**src/rtl/ex_div_iter_pkg.sv**
```systemverilog
// rtl/ex_div_iter_pkg.sv - shared types and result layout for the iterative divider
//
// Purpose: FSM state encoding and the field order of the packed result word
// {remainder, quotient}. Field indices are multiplied by WIDTH at the use site,
// so a single definition serves every operand width.
// Ports: none (package).
package ex_div_iter_pkg;

  typedef enum logic [1:0] {
    DIV_IDLE = 2'd0,
    DIV_BUSY = 2'd1,
    DIV_DONE = 2'd2
  } div_state_e;

  // Result word slot indices: slot k occupies bits [k*WIDTH +: WIDTH].
  localparam int DIV_QUO_FIELD = 0;
  localparam int DIV_REM_FIELD = 1;

endpackage

```
**src/rtl/div_restore_step.sv**
```systemverilog
// rtl/div_restore_step.sv - one combinational restoring-division iteration
//
// Purpose: shift the next dividend bit into the partial remainder, trial-subtract
// the divisor and keep the difference only when it did not borrow.
// Ports:
//   rem_i      partial remainder (WIDTH+1 bits, top bit always 0 between steps)
//   dvd_bit_i  next dividend bit, MSB first
//   divisor_i  divisor magnitude
//   rem_o      updated partial remainder
//   quo_bit_o  quotient bit produced by this step
module div_restore_step #(
  parameter int WIDTH = 32
) (
  input  logic [WIDTH:0]   rem_i,
  input  logic             dvd_bit_i,
  input  logic [WIDTH-1:0] divisor_i,
  output logic [WIDTH:0]   rem_o,
  output logic             quo_bit_o
);

  logic [WIDTH+1:0] shifted;
  logic [WIDTH+1:0] trial;

  always_comb begin
    shifted   = {rem_i, dvd_bit_i};
    trial     = shifted - {2'b00, divisor_i};
    // shifted < 2^(WIDTH+1), so the MSB of the difference is a clean borrow flag.
    quo_bit_o = ~trial[WIDTH+1];
    rem_o     = quo_bit_o ? trial[WIDTH:0] : shifted[WIDTH:0];
  end

endmodule

```
**src/rtl/ex_div_iter.sv**
```systemverilog
// rtl/ex_div_iter.sv - multi-cycle restoring divider for DIV.W/MOD.W/DIV.WU/MOD.WU
//
// Purpose: accepts a request in IDLE, runs WIDTH magnitude steps MSB first, applies
// sign correction on the last step and pulses done_o for one cycle with
// result_o = {remainder, quotient}. Divide-by-zero finishes after one step.
// Optional feature macro: DIV_EARLY_OUT_EN - finish after one step when
// |dividend| < |divisor| (results identical to the full run).
// Ports:
//   clk, rst          clock, asynchronous active-low reset
//   start_i           request, sampled only in IDLE
//   signed_i          1 = two's complement operands
//   cancel_i          flush; returns to IDLE on the next edge, no completion
//   dividend_i        dividend, sampled with start_i
//   divisor_i         divisor, sampled with start_i
//   busy_o            high while iterating
//   done_o            one-cycle completion pulse
//   div_by_zero_o     divisor was zero (valid with done_o)
//   result_o          {remainder, quotient}, held until the next completion
module ex_div_iter
  import ex_div_iter_pkg::*;
#(
  parameter int WIDTH = 32
) (
  input  logic               clk,
  input  logic               rst,
  input  logic               start_i,
  input  logic               signed_i,
  input  logic               cancel_i,
  input  logic [WIDTH-1:0]   dividend_i,
  input  logic [WIDTH-1:0]   divisor_i,
  output logic               busy_o,
  output logic               done_o,
  output logic               div_by_zero_o,
  output logic [2*WIDTH-1:0] result_o
);

  localparam int CW = $clog2(WIDTH);

  div_state_e       state_q, state_d;
  logic [CW-1:0]    cnt_q;
  logic [WIDTH:0]   rem_q;
  logic [WIDTH-1:0] quo_q;      // dividend magnitude shifts out, quotient shifts in
  logic [WIDTH-1:0] dvs_q;
  logic [WIDTH-1:0] dvd_orig_q;
  logic             neg_quo_q;
  logic             neg_rem_q;
  logic             dbz_q;
  logic             early_q;
  logic             dbz_out_q;
  logic [2*WIDTH-1:0] result_q;

  logic             dvd_neg, dvs_neg;
  logic [WIDTH-1:0] dvd_mag, dvs_mag;
  logic             early_w;
  logic             accept;
  logic             short_path;
  logic [WIDTH:0]   rem_next;
  logic             quo_bit;
  logic [WIDTH-1:0] quo_next;
  logic [WIDTH-1:0] fin_quo, fin_rem;

  always_comb begin
    dvd_neg = signed_i & dividend_i[WIDTH-1];
    dvs_neg = signed_i & divisor_i[WIDTH-1];
    // MIN negates to itself, which read unsigned is exactly |MIN|.
    dvd_mag = dvd_neg ? -dividend_i : dividend_i;
    dvs_mag = dvs_neg ? -divisor_i : divisor_i;
`ifdef DIV_EARLY_OUT_EN
    early_w = (divisor_i != '0) && (dvd_mag < dvs_mag);
`else
    early_w = 1'b0;
`endif
  end

  assign accept     = (state_q == DIV_IDLE) && start_i && !cancel_i;
  assign short_path = dbz_q | early_q;

  div_restore_step #(.WIDTH(WIDTH)) u_step (
    .rem_i     (rem_q),
    .dvd_bit_i (quo_q[WIDTH-1]),
    .divisor_i (dvs_q),
    .rem_o     (rem_next),
    .quo_bit_o (quo_bit)
  );

  always_comb begin
    quo_next = {quo_q[WIDTH-2:0], quo_bit};
    fin_quo  = neg_quo_q ? -quo_next : quo_next;
    fin_rem  = neg_rem_q ? -rem_next[WIDTH-1:0] : rem_next[WIDTH-1:0];
  end

  always_comb begin
    state_d = state_q;
    if (cancel_i) begin
      state_d = DIV_IDLE;
    end else begin
      case (state_q)
        DIV_IDLE: if (start_i) state_d = DIV_BUSY;
        DIV_BUSY: if (short_path || cnt_q == '0) state_d = DIV_DONE;
        DIV_DONE: state_d = DIV_IDLE;
        default:  state_d = DIV_IDLE;
      endcase
    end
  end

  always_ff @(posedge clk or negedge rst) begin
    if (!rst) begin
      state_q <= DIV_IDLE;
    end else begin
      state_q <= state_d;
    end
  end

  always_ff @(posedge clk or negedge rst) begin
    if (!rst) begin
      cnt_q      <= '0;
      rem_q      <= '0;
      quo_q      <= '0;
      dvs_q      <= '0;
      dvd_orig_q <= '0;
      neg_quo_q  <= 1'b0;
      neg_rem_q  <= 1'b0;
      dbz_q      <= 1'b0;
      early_q    <= 1'b0;
      dbz_out_q  <= 1'b0;
      result_q   <= '0;
    end else if (accept) begin
      cnt_q      <= CW'(WIDTH - 1);
      rem_q      <= '0;
      quo_q      <= dvd_mag;
      dvs_q      <= dvs_mag;
      dvd_orig_q <= dividend_i;
      neg_quo_q  <= dvd_neg ^ dvs_neg;
      neg_rem_q  <= dvd_neg;
      dbz_q      <= (divisor_i == '0);
      early_q    <= early_w;
    end else if (state_q == DIV_BUSY && !cancel_i) begin
      if (short_path) begin
        // Both shortcuts return the original dividend as the remainder.
        result_q[DIV_REM_FIELD*WIDTH +: WIDTH] <= dvd_orig_q;
        result_q[DIV_QUO_FIELD*WIDTH +: WIDTH] <= dbz_q ? '1 : '0;
        dbz_out_q <= dbz_q;
      end else begin
        rem_q <= rem_next;
        quo_q <= quo_next;
        cnt_q <= cnt_q - CW'(1);
        if (cnt_q == '0) begin
          result_q[DIV_REM_FIELD*WIDTH +: WIDTH] <= fin_rem;
          result_q[DIV_QUO_FIELD*WIDTH +: WIDTH] <= fin_quo;
          dbz_out_q <= 1'b0;
        end
      end
    end
  end

  assign busy_o        = (state_q == DIV_BUSY);
  assign done_o        = (state_q == DIV_DONE);
  assign div_by_zero_o = dbz_out_q;
  assign result_o      = result_q;

endmodule
```
**config.mk**
```make
export PLATFORM = sky130hd
export DESIGN_NAME = ex_div_iter
export DESIGN_NICKNAME = d
export VERILOG_FILES = /design/src/rtl/ex_div_iter_pkg.sv /design/src/rtl/div_restore_step.sv /design/src/rtl/ex_div_iter.sv
export SDC_FILE = /design/constraint.sdc
export NUM_CORES = 1
export LEC_CHECK = 0
export ABC_AREA = 1
export CAP_MARGIN = 40
export CORE_AREA = 5 5 168 170
export DETAILED_ROUTE_END_ITERATION = 8
export DIE_AREA = 0 0 173 175
export DONT_BUFFER_PORTS = 1
export PLACE_DENSITY = 0.67
export SLEW_MARGIN = 10
export SYNTH_ARGS = -nofsm -noshare
export SYNTH_HDL_FRONTEND = slang
export SYNTH_SLANG_ARGS = --single-unit
```
**constraint.sdc**
```tcl
create_clock -name clk -period 5.26 [get_ports clk]
set_input_delay 1.315 -clock clk [delete_from_list [all_inputs] [get_ports clk]]
set_output_delay 1.315 -clock clk [all_outputs]
set_load 0.01 [all_outputs]
```
==> impl_results.md <==
- Ys Warns: 0
- Gates resized, CTS repair: 0
- Final net count: 2198
- Critical Path Start: dvs_q[8]
- CP required: 5.69 ns
- Dpl hpwl: ~37 mm
- Critical path fanouts, max: 8
- # rows: 60
- Area of the multi-input gates: around 7900 µm²
- HP Class: in2async
- Placer Congestion: about 1.0
- Share of cells above drive strength 1: 5.89%
- Register area share after synthesis: 35.5%
- Synthesized cell area: about 14000 µm²
- CP startpoint kind: flip-flop
- Die Y: ~180 µm
- Vias in the first global route: between 10000 and 15000
- Status: finished, final reports clean
- Final setup viols: 0
- Period utilisation layout: between 80% and 90%
- Slew Limit Fails: 0
- CTS tree: done
- Hold Worst Slack: 0.458 ns
- VDD IR-drop max: 378 µV
- Hold-fix buffers, CTS: 0
- Largest net degree at the start of global routing: ~200
- Post-Syn Nets: ~2200
- Maximum clock frequency: about 220 MHz
- Crit path DAT: between 4 and 5 ns
- Port Buffers: 0
- Core Area: 26600 µm²
- Die area: 30300 µm²
- Clk sink count: approximately 200
- Root buffer cell: clkbuf_16
- Reg2Reg Launch Point: dvs_q[8]
- Clock Latency Late Sink: around 0.55 ns
- R2R setup slack: 0.80 ns
- Post-Synthesis Cells: 2120
- Max_cap viols: 0
- Layout Area Growth over Synthesis: 7.62%
- Bufs on Longest Clock Path: 3
- Initial core utilization: between 50% and 60%
- Clk slew on worst S/H paths: about 0.06 ns
- Standby leakage power: roughly 8 nW
- H-tree Lvls: 1
- Mapped Avg Cell Area: 6.78 µm²
- Worst Setup End Kind: flip-flop
- Total GRT Usage: between 30% and 40%
- Fin. Hold Viols: 0
- R2R depth: 26
- Yosys reg bits: around 200
- Tmin final: 4.46 ns
- Final wirelength: slightly below 50 mm
- Worst-margin pin slew: ~0.83 ns
- IO Count: 136
- Worst relative slew slack: approximately 45%
- Worst setup path class: reg2reg
- Final-layout fill cell count: around 2600
- Initial antenna violation count: 3
- Via count: 14200
- Initial drt markers: roughly 1300
- Total negative slack: 0 ns
- Wire per inst: between 15 and 20 µm
- Final ANT Viol Nets: 0
- GR Overflow Total: 0
- Unrepaired setup endpoints after global routing: false
- Register area: around 5100 µm²
- Post-CTS setup buffers: 0
- # diodes: 0
- Pre-antenna DRT Iters: 8
- Wire length of the first global-routing pass: about 76 mm
- Pwr dens: approximately 760 nW/µm²
- Via/cell ratio: ~5.8
- R2R Path End: result_o[30]
- Count of cell types in the netlist: 52
- Crit path to: result_o[30]
- CTS buffer count: 25
- DRC viols: 0
- Worst Clk Skew: approximately 0.016 ns
- Die W: 173 µm
through the flow:
stage	utilization [%]	power (mW)	area [µm²]	setup WS, ns	std cells
3_5_place_dp	55.1	9.95	14600	0.897	2404
5_1_grt	58.2	12.9	15500	0.382	2448
2_1_floorplan	-	8.05	14400	1.47	2120
4_1_cts	58.2	11.8	15500	0.869	2448
6_report	58.2	11.8	15500	0.796	2448
3_3_place_gp	54.9	9.89	14600	0.987	2402
Yosys cell counts, drive strengths merged:
cell type    n  area, µm²
inv        280       1050
a31oi       18        113
nor2       219        857
fa           1       20.0
o22a         1       8.76
a22oi        4       30.0
nand3b       3       22.5
o21bai       8       60.1
buf         22        141
or2          7       43.8
a41oi        3       26.3
o22ai       56        350
xnor2       22        193
nand2      631       2460
nand3      150        778
nor3b        1       12.5
a211oi       1       7.51
nor4         8       50.1
dfrtp      204       5100
o21ai      166        850
o21a         8       60.1
o211ai      16        120
o31ai        6       45.0
a32oi        2       17.5
nor3        32        190
o221ai      14        123
clkbuf      51        191
clkinv       5       18.8
and3         1       6.26
nand2b       1       6.26
nand4       33        206
ha          38        475
xor2        45        394
a21oi       63        345
cells by family (layout without fill, tap and decap cells):
kind of cell,count (synthesis),in the layout,share of synthesized area [%]
adders and majority gates,39,39,3.45
AOI/OAI and AO/OA,366,366,15.0
DFF,204,204,35.5
and+or+nand+nor,1086,1086,32.2
buffers and inverters,358,345,9.75
xor gates and xnor gates,67,67,4.08
layout by cell type, fill, tap and decap left out, types with 8 or more instances in the layout:
| master | n |
|---|---|
| o21ai_0 | 148 |
| nand2_2 | 18 |
| buf_4 | 14 |
| a21oi_1 | 57 |
| dfrtp_1 | 204 |
| nand4_1 | 33 |
| o221ai_1 | 14 |
| o21a_1 | 8 |
| ha_1 | 38 |
| nor2_2 | 8 |
| clkbuf_16 | 25 |
| nand3_1 | 145 |
| xor2_1 | 45 |
| nor2_1 | 209 |
| o211ai_1 | 16 |
| o22ai_1 | 56 |
| o21ai_1 | 15 |
| nand2_1 | 606 |
| a31oi_1 | 18 |
| nor4_1 | 8 |
| o21bai_1 | 8 |
| xnor2_1 | 22 |
| inv_1 | 273 |
| nor3_1 | 26 |
per-layer routing:
metal	GRT usage [%]	part of all wire, %
met5	0	0.056
met4	10.2	3.7
met3	8.09	8.9
met2	50.3	45
met1	42.0	43
where the power goes:
| part | internal, mW | switching, mW | leakage, nW |
|---|---|---|---|
| registers | 2.09 | 0.559 | 2.55 |
| logic | 2.27 | 5.14 | 4.95 |
| clock network | 1.06 | 0.700 | 0.411 |
| total | 5.42 | 6.40 | 7.91 |
area by class of cell:
cell class | instances | share of cell area [%]
tap | 341 | 2.76
clock buffer | 36 | 4.70
sequential | 204 | 33.0
inverter | 285 | 6.91
timing repair buffer | 16 | 0.986
clock inverter | 8 | 0.695
multi-input combinational | 1558 | 51.0
flip-flops by register name (all words and copies together), names as in the netlist:
| register | flops |
|---|---|
| neg_rem_q | 1 |
| state_q | 2 |
| quo_q | 32 |
| cnt_q | 5 |
| neg_quo_q | 1 |
| dvs_q | 32 |
| div_by_zero_o | 1 |
| result_o | 64 |
| dvd_orig_q | 32 |
| rem_q | 33 |
| dbz_q | 1 |
how the worst min path moves through the flow:
stage | startpoint | to | slack [ns] | depth (start not counted)
floorplan | dvd_orig_q[0] | dvd_orig_q[0] | 0.44 | 2
global placement | dvd_orig_q[0] | dvd_orig_q[0] | 0.46 | 2
detailed placement | dvd_orig_q[0] | dvd_orig_q[0] | 0.46 | 2
CTS | rst | dvs_q[27] | 0.46 | 0
global route | rst | dvs_q[27] | 0.44 | 0
finish | rst | dvs_q[24] | 0.46 | 0
worst max-delay path, cell delays in order (launching register included):
cell and delay [ns]:
dfrtp_1 0.36, inv_1 0.08, ha_1 0.35, nand2_2 0.13
inv_2 0.05, a21oi_2 0.20, nand3_2 0.18, nand2_2 0.12
nand2_4 0.06, nand2_4 0.09, nand3_4 0.13, nand2_4 0.13
ha_1 0.16, inv_1 0.06, nor3_1 0.33, nand3_1 0.17
nor4_1 0.35, nand2_1 0.16, nor2_1 0.16, nand3_1 0.12
nor2_1 0.29, nand2_1 0.11, nand2_1 0.10, o21ai_0 0.11
xor2_1 0.17, o22ai_1 0.11, inv_1 0.06
No activity file was read; power rests on OpenSTA's default activity.
